--- src/rtl/serial_adder.sv ---
// Bit-serial WIDTH-bit adder: a single full-adder cell and a carry flop, one bit per clock, LSB first.
// Operands enter and the sum leaves through valid/ready handshakes.

module full_adder_cell (
  input  logic a,
  input  logic b,
  input  logic ci,
  output logic sum_c,
  output logic carry_c
);

  assign sum_c   = a ^ b ^ ci;
  assign carry_c = (a & b) | (a & ci) | (b & ci);

endmodule

module serial_adder #(
  parameter int unsigned WIDTH = 8
) (
  input  logic             clk,
  input  logic             rst_n,
  input  logic             in_valid,
  output logic             in_ready,
  input  logic [WIDTH-1:0] a,
  input  logic [WIDTH-1:0] b,
  input  logic             cin,
  output logic             out_valid,
  input  logic             out_ready,
  output logic [WIDTH-1:0] sum,
  output logic             carry_out,
  output logic             busy
);

  localparam int unsigned CNT_W = (WIDTH > 1) ? $clog2(WIDTH) : 1;

  typedef enum logic [1:0] {
    IDLE = 2'd0,
    RUN  = 2'd1,
    DONE = 2'd2
  } state_t;

  state_t           state;
  logic [WIDTH-1:0] a_sh;
  logic [WIDTH-1:0] b_sh;
  logic [WIDTH-1:0] sum_sh;
  logic             c;
  logic [CNT_W-1:0] cnt;

  logic             fa_sum_c;
  logic             fa_carry_c;
  logic [WIDTH-1:0] sum_next_c;
  logic             last_bit_c;
  logic             unused_sum_lsb;

  full_adder_cell u_fa (
    .a       (a_sh[0]),
    .b       (b_sh[0]),
    .ci      (c),
    .sum_c   (fa_sum_c),
    .carry_c (fa_carry_c)
  );

  // New sum bit enters at the MSB; after WIDTH shifts bit 0 holds the LSB.
  generate
    if (WIDTH == 1) begin : g_sum_w1
      assign sum_next_c = fa_sum_c;
    end else begin : g_sum_wn
      assign sum_next_c = {fa_sum_c, sum_sh[WIDTH-1:1]};
    end
  endgenerate

  // The oldest bit of the shift register is always shifted out, never read.
  assign unused_sum_lsb = sum_sh[0];

  assign last_bit_c = (cnt == CNT_W'(WIDTH - 1));

  always_ff @(posedge clk or negedge rst_n) begin
    if (!rst_n) begin
      state     <= IDLE;
      a_sh      <= '0;
      b_sh      <= '0;
      sum_sh    <= '0;
      c         <= 1'b0;
      cnt       <= '0;
      in_ready  <= 1'b1;
      out_valid <= 1'b0;
      busy      <= 1'b0;
      sum       <= '0;
      carry_out <= 1'b0;
    end else begin
      case (state)
        IDLE: begin
          if (in_valid) begin
            a_sh     <= a;
            b_sh     <= b;
            c        <= cin;
            cnt      <= '0;
            sum_sh   <= '0;
            in_ready <= 1'b0;
            busy     <= 1'b1;
            state    <= RUN;
          end
        end

        RUN: begin
          c      <= fa_carry_c;
          sum_sh <= sum_next_c;
          a_sh   <= a_sh >> 1;
          b_sh   <= b_sh >> 1;
          if (last_bit_c) begin
            // Publish the completed result together with out_valid.
            sum       <= sum_next_c;
            carry_out <= fa_carry_c;
            out_valid <= 1'b1;
            busy      <= 1'b0;
            state     <= DONE;
          end else begin
            cnt <= cnt + CNT_W'(1);
          end
        end

        DONE: begin
          if (out_ready) begin
            out_valid <= 1'b0;
            in_ready  <= 1'b1;
            state     <= IDLE;
          end
        end

        default: begin
          out_valid <= 1'b0;
          busy      <= 1'b0;
          in_ready  <= 1'b1;
          state     <= IDLE;
        end
      endcase
    end
  end

endmodule

--- config.mk ---
export PLATFORM = sky130hd
export DESIGN_NAME = serial_adder
export DESIGN_NICKNAME = d
export VERILOG_FILES = /design/src/rtl/serial_adder.sv
export SDC_FILE = /design/constraint.sdc
export NUM_CORES = 1
export LEC_CHECK = 0
export CAP_MARGIN = 40
export CORE_MARGIN = 2
export CORE_UTILIZATION = 55
export DETAILED_ROUTE_END_ITERATION = 7
export PLACE_DENSITY = 0.88
export REMOVE_ABC_BUFFERS = 1
export SLEW_MARGIN = 5
export SYNTH_ARGS = -nofsm -noshare
export SYNTH_HDL_FRONTEND = slang
export SYNTH_SLANG_ARGS = --single-unit
--- constraint.sdc ---
create_clock -name clk -period 2.8 [get_ports clk]
set_clock_uncertainty 0.1 [all_clocks]
set_input_delay 0.56 -clock clk [delete_from_list [all_inputs] [get_ports clk]]
set_output_delay 0.56 -clock clk [all_outputs]
set_load 0.005 [all_outputs]
; ---- Yosys cells after proc, flatten, opt, wreduce, memory -nomap -nowiden
; Cells that the tools add are included.
[totals]
wordCells = 62
inputBits = 21
reg_bits = 42
[op_classes]
muxes = 24
reduce_logical = 9
n_bitwise = 10
eq_ne = 7
add_sub_neg = 1
[ops]
columns = operator, n
row1 = 8-bit case mux with 2 select lines, 3
row2 = 8-bit 2-to-1 mux, 3
row3 = 3-bit AND reduction, 5
row4 = 1-bit case mux with 3 select lines, 3
row5 = "2-bit != test, second input constant", 4
row6 = 1-bit 2-to-1 mux, 7
row7 = 2-bit 2-to-1 mux, 3
row8 = 3-bit 2-to-1 mux, 2
row9 = 2-bit case mux with 3 select lines, 1
row10 = 3-bit case mux with 2 select lines, 1
row11 = 2-bit AND reduction, 2
row12 = "3-bit by 1-bit adder with 3-bit output, second input constant", 1
row13 = 1-bit bitwise AND, 3
row14 = "3-bit equality test, second input constant", 1
row15 = 1-bit NOT, 3
row16 = "2-bit by 1-bit equality test with 1-bit output, second input constant", 1
row17 = "2-bit equality test, second input constant", 1
row18 = 2-bit zero test, 1
row19 = 1-bit bitwise OR, 2
row20 = 1-bit case mux with 2 select lines, 1
row21 = 2-bit nonzero test, 1
row22 = 1-bit XOR, 2

; ---- Depth between registers and ports, before layout
[logic_depth]
ltp_word = 4
ltp_mapped = 6

; ---- Hierarchy
; From an unflattened synthesis, not the netlist that was laid out.
[unflattened]
hier_cells = 161
hier_area_um2 = 1891.8
[modules_own_cells]
columns = mod, n_inst, area_each_um2, cells_per_inst
row1 = serial_adder, 1, 1871.8, 160
row2 = full_adder_cell, 1, 20.0, 1

; ---- Worst setup path before layout
; No wires, ideal clock.
[synth_timing]
path_kind = register -> register
startpoint = register cnt[0]
endpoint = register carry_out
setup_time_ps = 125
synth_period_minus_slack_ps = 1536
stages_incl_launch_ff = 6
required_time_ps = 2575
path_buffers = 1
setup_slack_ps = 1264
t_arrival_ps = 1311
cell_sequence = dfrtp_1 ha_1 ha_1 clkbuf_8 nand2_8 mux2_4
[synth_via]
elab_chain_cells = 2
[synth_lines]
columns = element, line_no
row1 = from (decl), 47  ; logic [CNT_W-1:0] cnt;
row2 = from (signal assigned), 118  ; cnt <= cnt + CNT_W'(1);
row3 = 3-bit equality test, 75  ; assign last_bit_c = (cnt == CNT_W'(WIDTH - 1));
row4 = 2-bit AND reduction (no source line), -
row5 = to (signal assigned), 113  ; carry_out <= fa_carry_c;
row6 = to (decl), 30  ; output logic carry_out,
; No other way between the ends.
; A chain may end at the register's enable or synchronous reset.

; ---- Worst setup path after layout
[layout_timing]
startpoint = register in_ready
endpoint = output in_ready
[layout_lines]
columns = element, line_no
row1 = from (decl), 23  ; output logic in_ready,
row2 = from (signal assigned), 85  ; in_ready <= 1'b1;
row3 = from (signal assigned), 99  ; in_ready <= 1'b0;
row4 = from (signal assigned), 125  ; in_ready <= 1'b1;
; No word-level cell between the ends.

==> impl_metrics.ini <==
[outcome]
status = completed

[setup_path]
worstSetupStartpointType = flip-flop
path_buf_inv = 1
cp.required_ns = 2.14
cp_cell_sequence = clkdlybuf4s50_1
arrival_ns = 1.42
cp-end-kind = output pin
path_class = reg -> out
slowest_delay_ns = 0.57
path_max_fanout = 3
cp_slowest_cell = dfstp_2
critical_path.top_delay_family = flip-flops
reg2reg_slack_ns = 1.12

[timing]
slew_violations = 0
relSlewSlack = 0.5748
hold_viol_final = 0
finalSetupTns_ns = 0
rsz0062_at_grt = false
min_period_ns = 2.079
period_share = 0.7426
setup_viol = 0
fmaxAchievable_ghz = 0.4809
worstMarginPinSlew_ns = 0.6371
setup_ws_ns = 0.7207

[routing]
wl_per_cell_um = 17.37
vias = 1398
ant_nets = 0
drc_errors = 0
wirelength_mm = 3.944
drt-initial-drc-count = 157
vias_per_cell = 6.159
first_pass_iters = 5

[synthesis]
synth_async_sr_flop_share = 1.000
ys_types = 30
netlist_area_um2 = 1853
syn_inst = 152
ys_seq_area_frac = 0.5544
synth_area_per_cell_um2 = 12.19
synth-edff-count = 0
synth-seq-cells = 41
ys_warn_count = 0
synth_ff_type = dfrtp_1

[power]
leakagePower_nw = 0.9801
power.density_nw_per_um2 = 1133
irDropWorstVdd_mv = 0.4348

[clock_network]
post_cts_buffers = 0
hold_buffers = 0
tritoncts = yes
numCtsBuffers = 5
clk_pin_slew_ns = 0.13
cts.path.max_buffers = 2
h-tree-depth = 2
ctsResizeCount = 0
insertion_delay_ns = 0.35
cts.sinks = 41
clock-root-buffer = clkbuf_4

[floorplanning]
die_h_um = 62.05
die_w_um = 62.05
die_area_um2 = 3850
floorplan.initialDensity = 0.5642
row_count = 21
core-area_um2 = 3284
ios = 33

[placed_design]
portBuffers = 32
gp_congestion = 0.7340
place_ws_ns = 0.5110
hpwlAfterDp_mm = 2.812

[layout]
syn_to_final_growth_pct = 21.67
final_nets = 204
diodes = 0
drive_gt1_frac = 0.1436

[global_route]
grt_pass1_wl_mm = 6.106
grt_usage = 0.2234
grt_pass1_vias = 1318
antenna_found_initial = 0
grt.overflow.total = 0
grt_max_degree = 23

[hold_path]
hold_path_class = in -> async

[flow_run]
maxCapViolations = 0
==> through the flow <==
| stage | power, mW | hold WS, ns | util | instance area, um2 | std cells |
|---|---|---|---|---|---|
| 2_1_floorplan | 1.674 | 0.1644 | - | 1744 | 139 |
| 3_3_place_gp | 1.981 | 0.3804 | 0.6469 | 2125 | 218 |
| 3_5_place_dp | 2.091 | 0.3922 | 0.6552 | 2152 | 219 |
| 4_1_cts | 2.559 | 0.05184 | 0.6865 | 2255 | 227 |
| 5_1_grt | 2.721 | 0.07477 | 0.6865 | 2255 | 227 |
| 6_report | 2.554 | 0.05407 | 0.6865 | 2255 | 227 |
==> sequential cells by signal, indices dropped and copies added (netlist names) <==
register,count
sum_sh,7
b_sh,8
out_valid,1
c,1
state,2
in_ready,1
sum,8
busy,1
cnt,3
carry_out,1
a_sh,8
==> metal layers <==
layer / wire, um / GRT usage / part of all wire / vias up
li1: - / - / - / 633
met1: 1606 / 0.2798 / 0.41 / 686
met2: 2030 / 0.3542 / 0.51 / 70
met3: 224 / 0.05797 / 0.057 / 9
met4: 82 / 0.1185 / 0.021 / 0
met5: 0 / 0 / 0 / -
==> cell type report <==
cell class | instances | area [um2]
tap | 46 | 57.56
sequential | 41 | 1027
clock buffer | 5 | 37.54
multi-input combinational | 96 | 709.4
inverter | 2 | 7.507
fill | 228 | 1030
clock inverter | 3 | 65.06
timing repair buffer | 34 | 350.3
==> report_power, final <==
group | internal (mW) | switching, mW
Clock | 0.276 | 0.198
Sequential | 0.867 | 0.233
Combinational | 0.538 | 0.441
Total | 1.68 | 0.872
==> Yosys cell counts (2+ instances only) <==
cell type	n	area (um2)
a21oi_1	19	95.09
buf_4	2	15.01
mux2_4	9	135.1
o2bb2ai_1	3	26.28
nand2_1	4	15.01
buf_2	4	20.02
nor2_1	4	15.01
a22oi_1	2	15.01
o22ai_1	30	187.7
buf_6	5	56.30
ha_1	2	25.02
dfrtp_1	40	1001
o21ai_0	5	25.02
a22o_1	7	61.31
==> layout by cell type, fill, tap and decap left out, types with 2 or more instances in the layout <==
master and count:
clkdlybuf4s50_1 31, ha_1 2, dfrtp_1 40, clkbuf_4 5
a21oi_1 19, nand2_1 4, a22oi_1 2, a22o_1 7
o22ai_1 30, nor2_1 4, o21ai_0 5, bufinv_16 2
mux2_4 9, o2bb2ai_1 3
==> cell families (layout without fill, tap and decap cells) <==
| group | count (synthesis) | after routing | synth area share |
|---|---|---|---|
| AO/OA/AOI/OAI | 68 | 68 | 0.2309 |
| adder cells (fa/ha/maj) | 3 | 3 | 0.02431 |
| buffers and inverters | 15 | 44 | 0.06278 |
| flip-flops | 41 | 41 | 0.5544 |
| multiplexers | 9 | 9 | 0.07292 |
| AND/OR/NAND/NOR | 16 | 16 | 0.05469 |
==> path summary, 6_finish.rpt <==
kind                       startpoint        end  cells past startpoint
max in group asynchronous       rst_n  out_valid                      2
min in group clk             in_ready   in_ready                      2
hold / removal                  rst_n     sum[3]                      1
setup / recovery             in_ready   in_ready                      1
setup reg to reg             state[1]    b_sh[0]                      3
hold reg to reg              in_ready   in_ready                      2
Power figures use the tool's default switching activity.
